## config.mk

```make
export PLATFORM = sky130hd
export DESIGN_NAME = io_tx_fsm_flat
export DESIGN_NICKNAME = d
export VERILOG_FILES = /design/src/rtl/io_pkg.sv /design/src/rtl/io_tx_fsm_if.sv /design/src/rtl/io_word_packer.sv /design/src/rtl/io_tx_fsm.sv /design/src/flat_wrapper.sv
export SDC_FILE = /design/constraint.sdc
export NUM_CORES = 1
export LEC_CHECK = 0
export BUFFER_PORTS_ARGS = -buffer_cell sky130_fd_sc_hd__buf_2
export CORE_AREA = 2 2 69 71
export DETAILED_ROUTE_END_ITERATION = 7
export DIE_AREA = 0 0 71 73
export PLACE_DENSITY_LB_ADDON = 0.15
export SYNTH_ARGS = -nofsm -noshare
export SYNTH_HDL_FRONTEND = slang
export SYNTH_SLANG_ARGS = --single-unit
```

## constraint.sdc

```tcl
create_clock -name clk -period 5.3 [get_ports clk]
set_clock_uncertainty 0.05 [all_clocks]
set_input_delay 0.265 -clock clk [delete_from_list [all_inputs] [get_ports clk]]
set_output_delay 0.265 -clock clk [all_outputs]
set_load 0.01 [all_outputs]
```

## src/rtl/io_pkg.sv

```systemverilog
// Shared types and constants for the result transmitter: FSM state encodings
// and the word/lane geometry used by the packer and the host interface.
package io_pkg;

    localparam int LANE_W = 8;
    localparam int WORD_W = 32;
    localparam int LANES  = 4;
    localparam int CNT_W  = 2;

    typedef enum logic [1:0] {
        IDLE = 2'b00,
        PACK = 2'b01,
        SEND = 2'b10,
        DONE = 2'b11
    } state_t;

    // Number of valid bytes in a word whose last byte went into lane cnt.
    function automatic logic [2:0] lane_count(input logic [CNT_W-1:0] cnt);
        return {1'b0, cnt} + 3'd1;
    endfunction

endpackage

```

## src/rtl/io_tx_fsm_if.sv

```systemverilog
// Bundle of the byte-stream input, host word output and status signals of io_tx_fsm.
// The host interrupt line is called intr because int is a reserved word.
interface io_tx_fsm_if;
    import io_pkg::*;

    logic              ready;
    logic [LANE_W-1:0] byte_in;
    logic              byte_valid;
    logic              byte_last;
    logic              byte_req;
    logic [WORD_W-1:0] data_out;
    logic              intr;
    logic              ack;
    logic              eob;
    logic [2:0]        nbytes;
    logic [7:0]        word_count;
    logic              busy;
    logic              done;

    // master is the transmitter block; slave is the producer/host side.
    modport master (
        input  ready, byte_in, byte_valid, byte_last, ack,
        output byte_req, data_out, intr, eob, nbytes, word_count, busy, done
    );

    modport slave (
        output ready, byte_in, byte_valid, byte_last, ack,
        input  byte_req, data_out, intr, eob, nbytes, word_count, busy, done
    );

endinterface

```

## src/rtl/io_word_packer.sv

```systemverilog
// Four-lane shadow register that assembles result bytes into a 32-bit word.
// Unwritten lanes stay zero because every new word starts from a clear.
module io_word_packer
    import io_pkg::*;
(
    input  logic              clk,
    input  logic              reset,
    input  logic              clear,
    input  logic              wr_en,
    input  logic [CNT_W-1:0]  lane,
    input  logic [LANE_W-1:0] byte_in,
    output logic [WORD_W-1:0] word
);

    logic [LANE_W-1:0] lanes [LANES];

    always_ff @(posedge clk) begin
        if (reset || clear) begin
            for (int i = 0; i < LANES; i++) begin
                lanes[i] <= '0;
            end
        end else if (wr_en) begin
            lanes[lane] <= byte_in;
        end
    end

    always_comb begin
        word = '0;
        for (int i = 0; i < LANES; i++) begin
            word[i*LANE_W +: LANE_W] = lanes[i];
        end
    end

endmodule

```

## src/rtl/io_tx_fsm.sv

```systemverilog
// Result transmitter: packs bytes from the result producer into 32-bit words
// and hands each word to the host with an int/ack handshake.
module io_tx_fsm
    import io_pkg::*;
(
    input  logic        clk,
    input  logic        reset,
    io_tx_fsm_if.master bus
);

    state_t            state;
    state_t            state_next;
    logic [CNT_W-1:0]  cnt;
    logic [2:0]        nbytes_q;
    logic              eob_q;
    logic [7:0]        word_count_q;
    logic [WORD_W-1:0] word;

    logic accept;
    logic word_end;
    logic pack_clear;

    assign accept     = (state == PACK) && bus.byte_valid;
    assign word_end   = accept && ((cnt == 2'd3) || bus.byte_last);
    assign pack_clear = ((state == IDLE) && bus.ready)
                     || ((state == SEND) && bus.ack && !eob_q);

    io_word_packer u_packer (
        .clk     (clk),
        .reset   (reset),
        .clear   (pack_clear),
        .wr_en   (accept),
        .lane    (cnt),
        .byte_in (bus.byte_in),
        .word    (word)
    );

    always_ff @(posedge clk) begin
        if (reset) begin
            state <= IDLE;
        end else begin
            state <= state_next;
        end
    end

    always_comb begin
        state_next = state;
        unique case (state)
            IDLE: if (bus.ready) state_next = PACK;
            PACK: if (word_end)  state_next = SEND;
            SEND: if (bus.ack)   state_next = eob_q ? DONE : PACK;
            DONE: state_next = IDLE;
            default: state_next = IDLE;
        endcase
    end

    // Lane counter, latched word attributes and the acknowledged-word counter.
    always_ff @(posedge clk) begin
        if (reset) begin
            cnt          <= '0;
            nbytes_q     <= '0;
            eob_q        <= 1'b0;
            word_count_q <= '0;
        end else begin
            unique case (state)
                IDLE: begin
                    if (bus.ready) begin
                        cnt          <= '0;
                        word_count_q <= '0;
                    end
                end
                PACK: begin
                    if (accept) begin
                        cnt <= cnt + 2'd1;
                    end
                    if (word_end) begin
                        nbytes_q <= lane_count(cnt);
                        eob_q    <= bus.byte_last;
                    end
                end
                SEND: begin
                    if (bus.ack) begin
                        word_count_q <= word_count_q + 8'd1;
                        if (!eob_q) begin
                            cnt <= '0;
                        end
                    end
                end
                default: ;
            endcase
        end
    end

    always_comb begin
        bus.byte_req   = (state == PACK);
        bus.intr       = (state == SEND);
        bus.eob        = (state == SEND) && eob_q;
        bus.done       = (state == DONE);
        bus.busy       = (state != IDLE);
        bus.data_out   = word;
        bus.nbytes     = nbytes_q;
        bus.word_count = word_count_q;
    end

endmodule
```

## src/flat_wrapper.sv

```systemverilog
// flat-port wrapper written by rule: the top's interface ports become plain ports
module io_tx_fsm_flat import io_pkg::*;
  (clk, reset, bus_ready, bus_byte_in, bus_byte_valid, bus_byte_last, bus_ack, bus_byte_req, bus_data_out, bus_intr, bus_eob, bus_nbytes, bus_word_count, bus_busy, bus_done);
  io_tx_fsm_if bus_i ();
  input  logic clk;
  input  logic reset;
  input wire logic [$bits(bus_i.ready)-1:0] bus_ready;
  input wire logic [$bits(bus_i.byte_in)-1:0] bus_byte_in;
  input wire logic [$bits(bus_i.byte_valid)-1:0] bus_byte_valid;
  input wire logic [$bits(bus_i.byte_last)-1:0] bus_byte_last;
  input wire logic [$bits(bus_i.ack)-1:0] bus_ack;
  output wire logic [$bits(bus_i.byte_req)-1:0] bus_byte_req;
  output wire logic [$bits(bus_i.data_out)-1:0] bus_data_out;
  output wire logic [$bits(bus_i.intr)-1:0] bus_intr;
  output wire logic [$bits(bus_i.eob)-1:0] bus_eob;
  output wire logic [$bits(bus_i.nbytes)-1:0] bus_nbytes;
  output wire logic [$bits(bus_i.word_count)-1:0] bus_word_count;
  output wire logic [$bits(bus_i.busy)-1:0] bus_busy;
  output wire logic [$bits(bus_i.done)-1:0] bus_done;
  assign bus_i.ready = bus_ready;
  assign bus_i.byte_in = bus_byte_in;
  assign bus_i.byte_valid = bus_byte_valid;
  assign bus_i.byte_last = bus_byte_last;
  assign bus_i.ack = bus_ack;
  assign bus_byte_req = bus_i.byte_req;
  assign bus_data_out = bus_i.data_out;
  assign bus_intr = bus_i.intr;
  assign bus_eob = bus_i.eob;
  assign bus_nbytes = bus_i.nbytes;
  assign bus_word_count = bus_i.word_count;
  assign bus_busy = bus_i.busy;
  assign bus_done = bus_i.done;
  io_tx_fsm u_core (.clk(clk), .reset(reset), .bus(bus_i));
endmodule
```

==> flow_summary.json, run 1 <==
{
  "grt_max_degree": 27,
  "synthAdderAreaFrac_pct": 1.184,
  "slew_violations": 0,
  "path_buf_inv": 0,
  "wl_per_cell_um": 14.04,
  "p_clk_share_pct": 30.0,
  "synth_cell_types": 36,
  "cts_tree": "built",
  "crit_path_cell_trace": "nand3b_1 -> o311ai_1",
  "worst_pin_slew_ns": 1.224,
  "ant_nets": 0,
  "post_cts_buffers": 0,
  "clk_pin_slew_worst_paths_ns": 0.09,
  "drc": 0,
  "p_per_area_nw_per_um2": 284.5,
  "power_frac_seq_pct": 60.1,
  "grt_usage_pct": 16.64,
  "cts_inserted_buffers": 5,
  "crit_fanout": 26,
  "post-place-ws_ns": 2.663,
  "max_cap_viol_count": 0,
  "rsz0062_at_grt": "false",
  "htreeDepth": 2,
  "arrival_ns": 2.49,
  "synth-simple-area-share_pct": 25.22,
  "grt_pass1_wl_mm": 6.637,
  "synth-seq-cells": 48,
  "status": "completed",
  "dp_hpwl_mm": 2.954,
  "synth_top_family_by_area": "simple AND/OR/NAND/NOR gates",
  "die_y_um": 73,
  "start_kind": "flip-flop",
  "drtIter0Drc": 79,
  "synth_nets": 191,
  "routabilityCongestion": 0.7135,
  "ys_top_cells_by_area": "edfxtp_1 (45%), dfxtp_1 (15%), and2_1 (10%)",
  "intPower_w": 0.0005396,
  "ioPinCount": 62,
  "drive_above_1_share_pct": 31.78,
  "crit_family": "compound AO/OA/AOI/OAI gates",
  "ys_warn_count": 0,
  "yosysSeqAreaShare_pct": 60.63,
  "multi_input_area_um2": 774.5,
  "crit_type": "reg -> reg",
  "switching_share_pct": 24.97,
  "critPathSlowestCell": "o311ai_1",
  "synth_cells": 175,
  "vias": 1508,
  "setup_violations": 0,
  "clock_latency_ns": 0.30,
  "regArea_um2": 1281,
  "syn-mean-instance-area_um2": 12.08,
  "placement_rows": 25,
  "syn2layout_area_growth_pct": 19.60,
  "root_buffer": "clkbuf_8",
  "grt-ovfl-total": 0,
  "async_flop_share_pct": 0,
  "nets": 251,
  "synthMuxAreaShare_pct": 1.599,
  "cp-end-kind": "flip-flop",
  "cts.sinks": 48,
  "ir_drop_mv": 0.1149,
  "dieArea_um2": 5183,
  "p_comb_share_pct": 10.0,
  "p_leak_nw": 1.067,
  "synth_compound_gate_area_share_pct": 8.644,
  "cts_hold_buf": 0,
  "clock.fmax_mhz": 382.2,
  "drtPass1Iterations": 4,
  "viasPerCell": 5.200,
  "yosysTopAreaCell": "edfxtp_1",
  "routed_wl_mm": 4.072,
  "fin_crit_sh_pct": 49.37,
  "synthXorXnorAreaFrac_pct": 0,
  "hp-class": "in -> reg",
  "diodes": 0,
  "die_w_um": 71,
  "fin_area_um2": 2527,
  "max_slew_margin_pct": 17.14,
  "syn_area_um2": 2113,
  "required_ns": 5.17,
  "cts.repair.resized": 0,
  "hold_violations": 0,
  "core_area_um2": 4536,
  "fin_crit_ns": 2.616,
  "cts_max_path_buffers": 2,
  "dpl_cell_area_um2": 2440,
  "synth.top_cell.area_share_pct": 45.47,
  "fillCellCount": 397,
  "finalSetupTns_ns": 0,
  "synthFlopType": "edfxtp_1",
  "cp_slowest_stage_delay_ns": 1.07,
  "start_util_pct": 46.59,
  "switchingPower_w": 0.0001796,
  "grt_pass1_vias": 1345,
  "io_buffers": 61,
  "fin_ws_ns": 2.684,
  "synth-edff-count": 32,
  "antenna_found_initial": 0
}
[routing by layer]
metal / track usage [%] / routed length [um] / part of all wire (%)
met5: 0 / 0 / 0
met4: 4.403 / 33 / 0.81
met3: 4.558 / 230 / 5.6
met2: 27.83 / 1981 / 49
met1: 21.52 / 1827 / 45
[Yosys cell counts, types with 2 or more instances]
cell and number:
nand4b_1 4, or2_2 2, o21ai_0 7, ha_1 2, and3b_1 3, dfxtp_1 16, nor2b_1 2, o211ai_1 2
o31ai_1 5, nand3b_1 6, mux2i_1 2, edfxtp_1 32, inv_1 3, buf_6 2, nand2_1 6, or4_1 4
and2_1 34, nand3_1 7, a21oi_1 14, nand2b_1 2, clkbuf_1 5
[sequential cells by signal (all words and copies together), names as in the netlist]
signal / cells
u_core.state: 2
u_core.bus.nbytes: 3
u_core.bus.word_count: 8
u_core.u_packer.lanes: 32
u_core.cnt: 2
u_core.eob_q: 1
[kinds of logic (layout without fill, tap and decap cells)]
| logic type | after synthesis | count (layout) |
|---|---|---|
| flip-flops | 48 | 48 |
| adder cells (fa/ha/maj) | 2 | 2 |
| AO/OA/AOI/OAI | 31 | 31 |
| buffers and inverters | 11 | 72 |
| multiplexers | 3 | 3 |
| AND/OR/NAND/NOR | 80 | 80 |
[cell type report]
cell class              count  area share, %
flip-flops and latches     48          50.69
repair buffers             61          12.08
clock inverters             3         0.7426
multi-input cells         116          30.64
inverters                   3         0.4455
well taps                  54          2.673
clock buffers               5          2.723
[worst register-to-register path: stages (launching register included)]
cell and delay [ns]:
dfxtp_1 0.79, nand3b_1 0.33, o311ai_1 1.07
[worst paths after layout]
check / from / end / slack [ns] / cells past startpoint
worst max-delay path: u_core.state[0]$_SDFFE_PP0P_ / u_core.u_packer.lanes[0][2]$_SDFFCE_PN0P_ / 2.68 / 2
worst min-delay path: bus_byte_in[4] / u_core.u_packer.lanes[0][4]$_SDFFCE_PN0P_ / 0.24 / 2
worst min register to register: u_core.bus.nbytes[2]$_SDFFE_PP0P_ / u_core.bus.nbytes[2]$_SDFFE_PP0P_ / 0.41 / 2
worst max register to register: u_core.state[0]$_SDFFE_PP0P_ / u_core.u_packer.lanes[0][2]$_SDFFCE_PN0P_ / 2.68 / 2
[through the flow]
stage / power, W / utilization, % / cells / hold WS, ns
after global placement: 0.0005123 / 53.79 / 282 / 0.3949
after detailed placement: 0.0005139 / 53.79 / 282 / 0.3984
after CTS: 0.0007271 / 55.72 / 290 / 0.2291
after global routing: 0.0007504 / 55.72 / 290 / 0.2365
final: 0.0007192 / 55.72 / 290 / 0.2404
after floorplan: 0.0004799 / - / 175 / 0.3935
[cells in the final DEF, fill, tap and decap left out, drive strengths merged, types with 2 or more instances in the layout]
cell / netlist / routed
a21oi: 15 / 15
dfxtp: 16 / 16
nand2: 6 / 6
or2: 2 / 2
inv: 3 / 3
nor2b: 2 / 2
clkinvlp: 0 / 2
nand3b: 6 / 6
clkbuf: 5 / 5
or4: 5 / 5
nand3: 7 / 7
o21ai: 7 / 7
nand4b: 4 / 4
and3b: 3 / 3
and2: 34 / 34
o211ai: 2 / 2
mux2i: 3 / 3
o31ai: 5 / 5
nor4: 2 / 2
nand2b: 2 / 2
ha: 2 / 2
edfxtp: 32 / 32
buf: 3 / 61
[power groups by stage]
stage / clock [W] / sequential, W / combinational [W]
final: 0.000216 / 0.000432 / 0.0000717
after global routing: 0.000236 / 0.000435 / 0.0000794
after CTS: 0.000222 / 0.000432 / 0.0000730
after detailed placement: 0 / 0.000441 / 0.0000729
after global placement: 0 / 0.000441 / 0.0000718
after floorplan: 0 / 0.000446 / 0.0000335
(Power assumes the default switching activity.)
==> run 2: changes to the inputs <==
Settings changed: ABC_AREA set to 1, CORE_AREA 2 2 69 71 to 2 2 67 69, DIE_AREA 0 0 71 73 to 0 0 69 71.
Clock period 5.3 ns to 2.59 ns, I/O delays scaled along.
==> run 2 against run 1 <==
  * Sequential share of layout area shrank 0.15 points
  * Synthesized cell count grew 14%
  * Flip-flop and latch count is the same
  * Worst hold slack lost 0.22 ns
  * Count of clock-buffer cells in the layout is the same
  * Die area shrank 5.5%
  * Final area grew 0.30%
  * First-iteration DRC count grew 63%
  * Maximum frequency grew 48%
  * Via count grew 1.7%
  * Total power grew to 2.5 times the previous value
  * Critical path type unchanged
  * Highest routed layer unchanged
==> flow_summary.json, run 2 <==
{
  "drive_above_1_share_pct": 31.20,
  "synth_cell_types": 25,
  "syn-mean-instance-area_um2": 10.29,
  "critPathSlowestCell": "dfxtp_1",
  "fin_hold_ws_ns": 0.02136,
  "rsz0062_at_grt": "false",
  "ys_top_cells_by_area": "edfxtp_1 (47%), dfxtp_1 (16%), nor2_1 (8.3%)",
  "top_register": "u_core.u_packer.lanes",
  "worstHoldPathCells": 2,
  "cp_common_cell": "nand2_2",
  "drtPass1Iterations": 4,
  "cts_tree": "built",
  "start_util_pct": 48.69,
  "mostFrequentLayoutCells": "buf_2 (61), nor2_1 (45), edfxtp_1 (32), inv_1 (26), nand2_1 (26)",
  "synth-edff-count": 32,
  "routed_wl_mm": 3.876,
  "synth.most_common_cell": "nor2_1",
  "routabilityCongestion": 0.8662,
  "placement_rows": 24,
  "io_buffers": 61,
  "r2r-start": "u_core.state[0]$_SDFFE_PP0P_",
  "viasPerCell": 4.821,
  "r2r_cells": 6,
  "fin_crit_sh_pct": 68.35,
  "grt_usage_pct": 16.78,
  "yosysSeqAreaShare_pct": 62.59,
  "die_y_um": 71,
  "fillCellCount": 372,
  "min_to": "u_core.state[0]$_SDFFE_PP0P_",
  "regArea_um2": 1281,
  "diodes": 0,
  "ys_warn_count": 0,
  "crit_path_cell_trace": "nor2_2 -> nand2_2 -> nand2_2 -> nor2_8 -> nand4_4 -> nand2_1",
  "post_cts_buffers": 0,
  "final_common_cell": "buf_2",
  "grt_max_degree": 17,
  "intPower_w": 0.001369,
  "hold_violations": 0,
  "grt_pass1_wl_mm": 6.548,
  "cp-end-kind": "flip-flop",
  "fin_crit_ns": 1.770,
  "synth_cells": 199,
  "met2_usage_pct": 26.39,
  "min-delay-start": "reset",
  "drtIter0Drc": 129,
  "cts.repair.resized": 0,
  "hp-class": "in -> reg",
  "crit_fanout": 9,
  "yosysTopAreaCell": "edfxtp_1",
  "finalSetupTns_ns": 0,
  "max_slew_margin_pct": 76.52,
  "die_w_um": 69,
  "synthFlopType": "edfxtp_1",
  "worst_pin_slew_ns": 0.3509,
  "switchingPower_w": 0.0004513,
  "slew_violations": 0,
  "crit_type": "reg -> reg",
  "clock_latency_ns": 0.29,
  "wl_per_cell_um": 12.19,
  "cts_max_path_buffers": 2,
  "async_flop_share_pct": 0,
  "arrival_ns": 1.68,
  "synth_common_cells": "nor2_1 (45), edfxtp_1 (32), inv_1 (26), nand2_1 (26), dfxtp_1 (16)",
  "multi_input_area_um2": 649.4,
  "max_cap_viol_count": 0,
  "p_clk_share_pct": 33.6,
  "power_frac_seq_pct": 51.0,
  "antenna_found_initial": 0,
  "syn2layout_area_growth_pct": 23.84,
  "r2r_setup_slack_ns": 0.82,
  "root_buffer": "clkbuf_8",
  "synth_nets": 215,
  "core_area_um2": 4204,
  "p_comb_share_pct": 15.4,
  "drc": 0,
  "totalPowerFinal_w": 0.001821,
  "setup_violations": 0,
  "required_ns": 2.50,
  "dieArea_um2": 4899,
  "cts_inserted_buffers": 5,
  "regToRegEndpoint": "u_core.u_packer.lanes[1][2]$_SDFFCE_PN0P_",
  "grt_busiest_layer": "met2",
  "p_per_area_nw_per_um2": 718.2,
  "grt_use_met3_pct": 4.274,
  "grt_pass1_vias": 1385,
  "clock.fmax_mhz": 564.9,
  "dp_hpwl_mm": 2.936,
  "status": "completed",
  "largest_reg_flops": 32,
  "cts.sinks": 48,
  "grt-ovfl-total": 0,
  "vias": 1533,
  "htreeDepth": 2,
  "start_kind": "flip-flop",
  "switching_share_pct": 24.79,
  "nets": 282,
  "syn_area_um2": 2047,
  "ant_nets": 0,
  "ir_drop_mv": 0.3877,
  "cp_slowest_stage_delay_ns": 0.48,
  "clk_pin_slew_worst_paths_ns": 0.08,
  "synth.top_cell.area_share_pct": 46.94,
  "cts_hold_buf": 0,
  "p_leak_nw": 1.218,
  "ioPinCount": 62,
  "synth-seq-cells": 48,
  "met1_usage_pct": 23.33
}
==> run 2: cell count changes after synthesis, sizes merged, moves of 3 or more <==
cell,delta
a21oi,-8
and2,-33
and3b,-3
clkbuf,-5
inv,+25
mux2i,-3
nand2,+24
nand3b,-5
nand4,+4
nand4b,-4
nor2,+47
nor3,+9
o31ai,-5
or4,-5
==> run 2: worst max-delay path: cells and delay by family, from the launching register on <==
kind             cells  cell delay [ns]
and+or+nand+nor      6             0.92
DFF                  1             0.48
==> run 2: area by class of cell <==
cell class	count	area share, %
clock buffer	5	2.715
clock inverter	2	2.369
inverter	28	4.146
multi-input combinational	122	25.62
sequential	48	50.54
tap	52	2.567
timing repair buffer	61	12.04
==> run 2: how the worst max path moves through the flow <==
stage                                 start                                   endpoint  slack, ns
5_1_grt        u_core.state[0]$_SDFFE_PP0P_  u_core.u_packer.lanes[0][3]$_SDFFCE_PN0P_       0.64
3_5_place_dp   u_core.state[0]$_SDFFE_PP0P_  u_core.u_packer.lanes[0][4]$_SDFFCE_PN0P_       0.83
4_1_cts        u_core.state[0]$_SDFFE_PP0P_  u_core.u_packer.lanes[1][3]$_SDFFCE_PN0P_       0.81
3_3_place_gp   u_core.state[0]$_SDFFE_PP0P_  u_core.u_packer.lanes[1][4]$_SDFFCE_PN0P_       0.86
6_report       u_core.state[0]$_SDFFE_PP0P_  u_core.u_packer.lanes[1][2]$_SDFFCE_PN0P_       0.82
2_1_floorplan  u_core.state[0]$_SDFFE_PP0P_  u_core.u_packer.lanes[0][0]$_SDFFCE_PN0P_       0.99
==> run 2: cells by family (layout without fill, tap and decap cells) <==
family	Yosys count	after routing	share of synthesized area, %
simple gates	103	103	25.98
xor+xnor	1	1	0.4280
compound gates	16	16	4.095
fa+ha+maj	2	2	1.222
buf+inv	29	96	5.685
flops	48	48	62.59
==> run 2: power by group through the flow <==
stage	sequential [W]	combinational, W	clock [W]
after global routing	0.000938	0.000310	0.000653
after global placement	0.000946	0.000280	0
final	0.000929	0.000281	0.000611
after detailed placement	0.000946	0.000283	0
after floorplan	0.000979	0.000139	0
after CTS	0.000929	0.000284	0.000617
==> run 2: stage by stage <==
stage,worst slack [ns],cell area [um2],std cells,utilization (%)
final,0.8197,2535,318,60.30
after global routing,0.6434,2535,318,60.30
after CTS,0.8137,2535,318,60.30
after detailed placement,0.8291,2406,311,57.23
after global placement,0.8592,2406,311,57.23
after floorplan,0.9931,2047,199,-
==> run 2: per-layer routing <==
metal | wire (um) | up-vias
met5 | 0 | -
met4 | 24 | 0
met3 | 241 | 2
met2 | 1822 | 50
met1 | 1787 | 693
li1 | - | 788
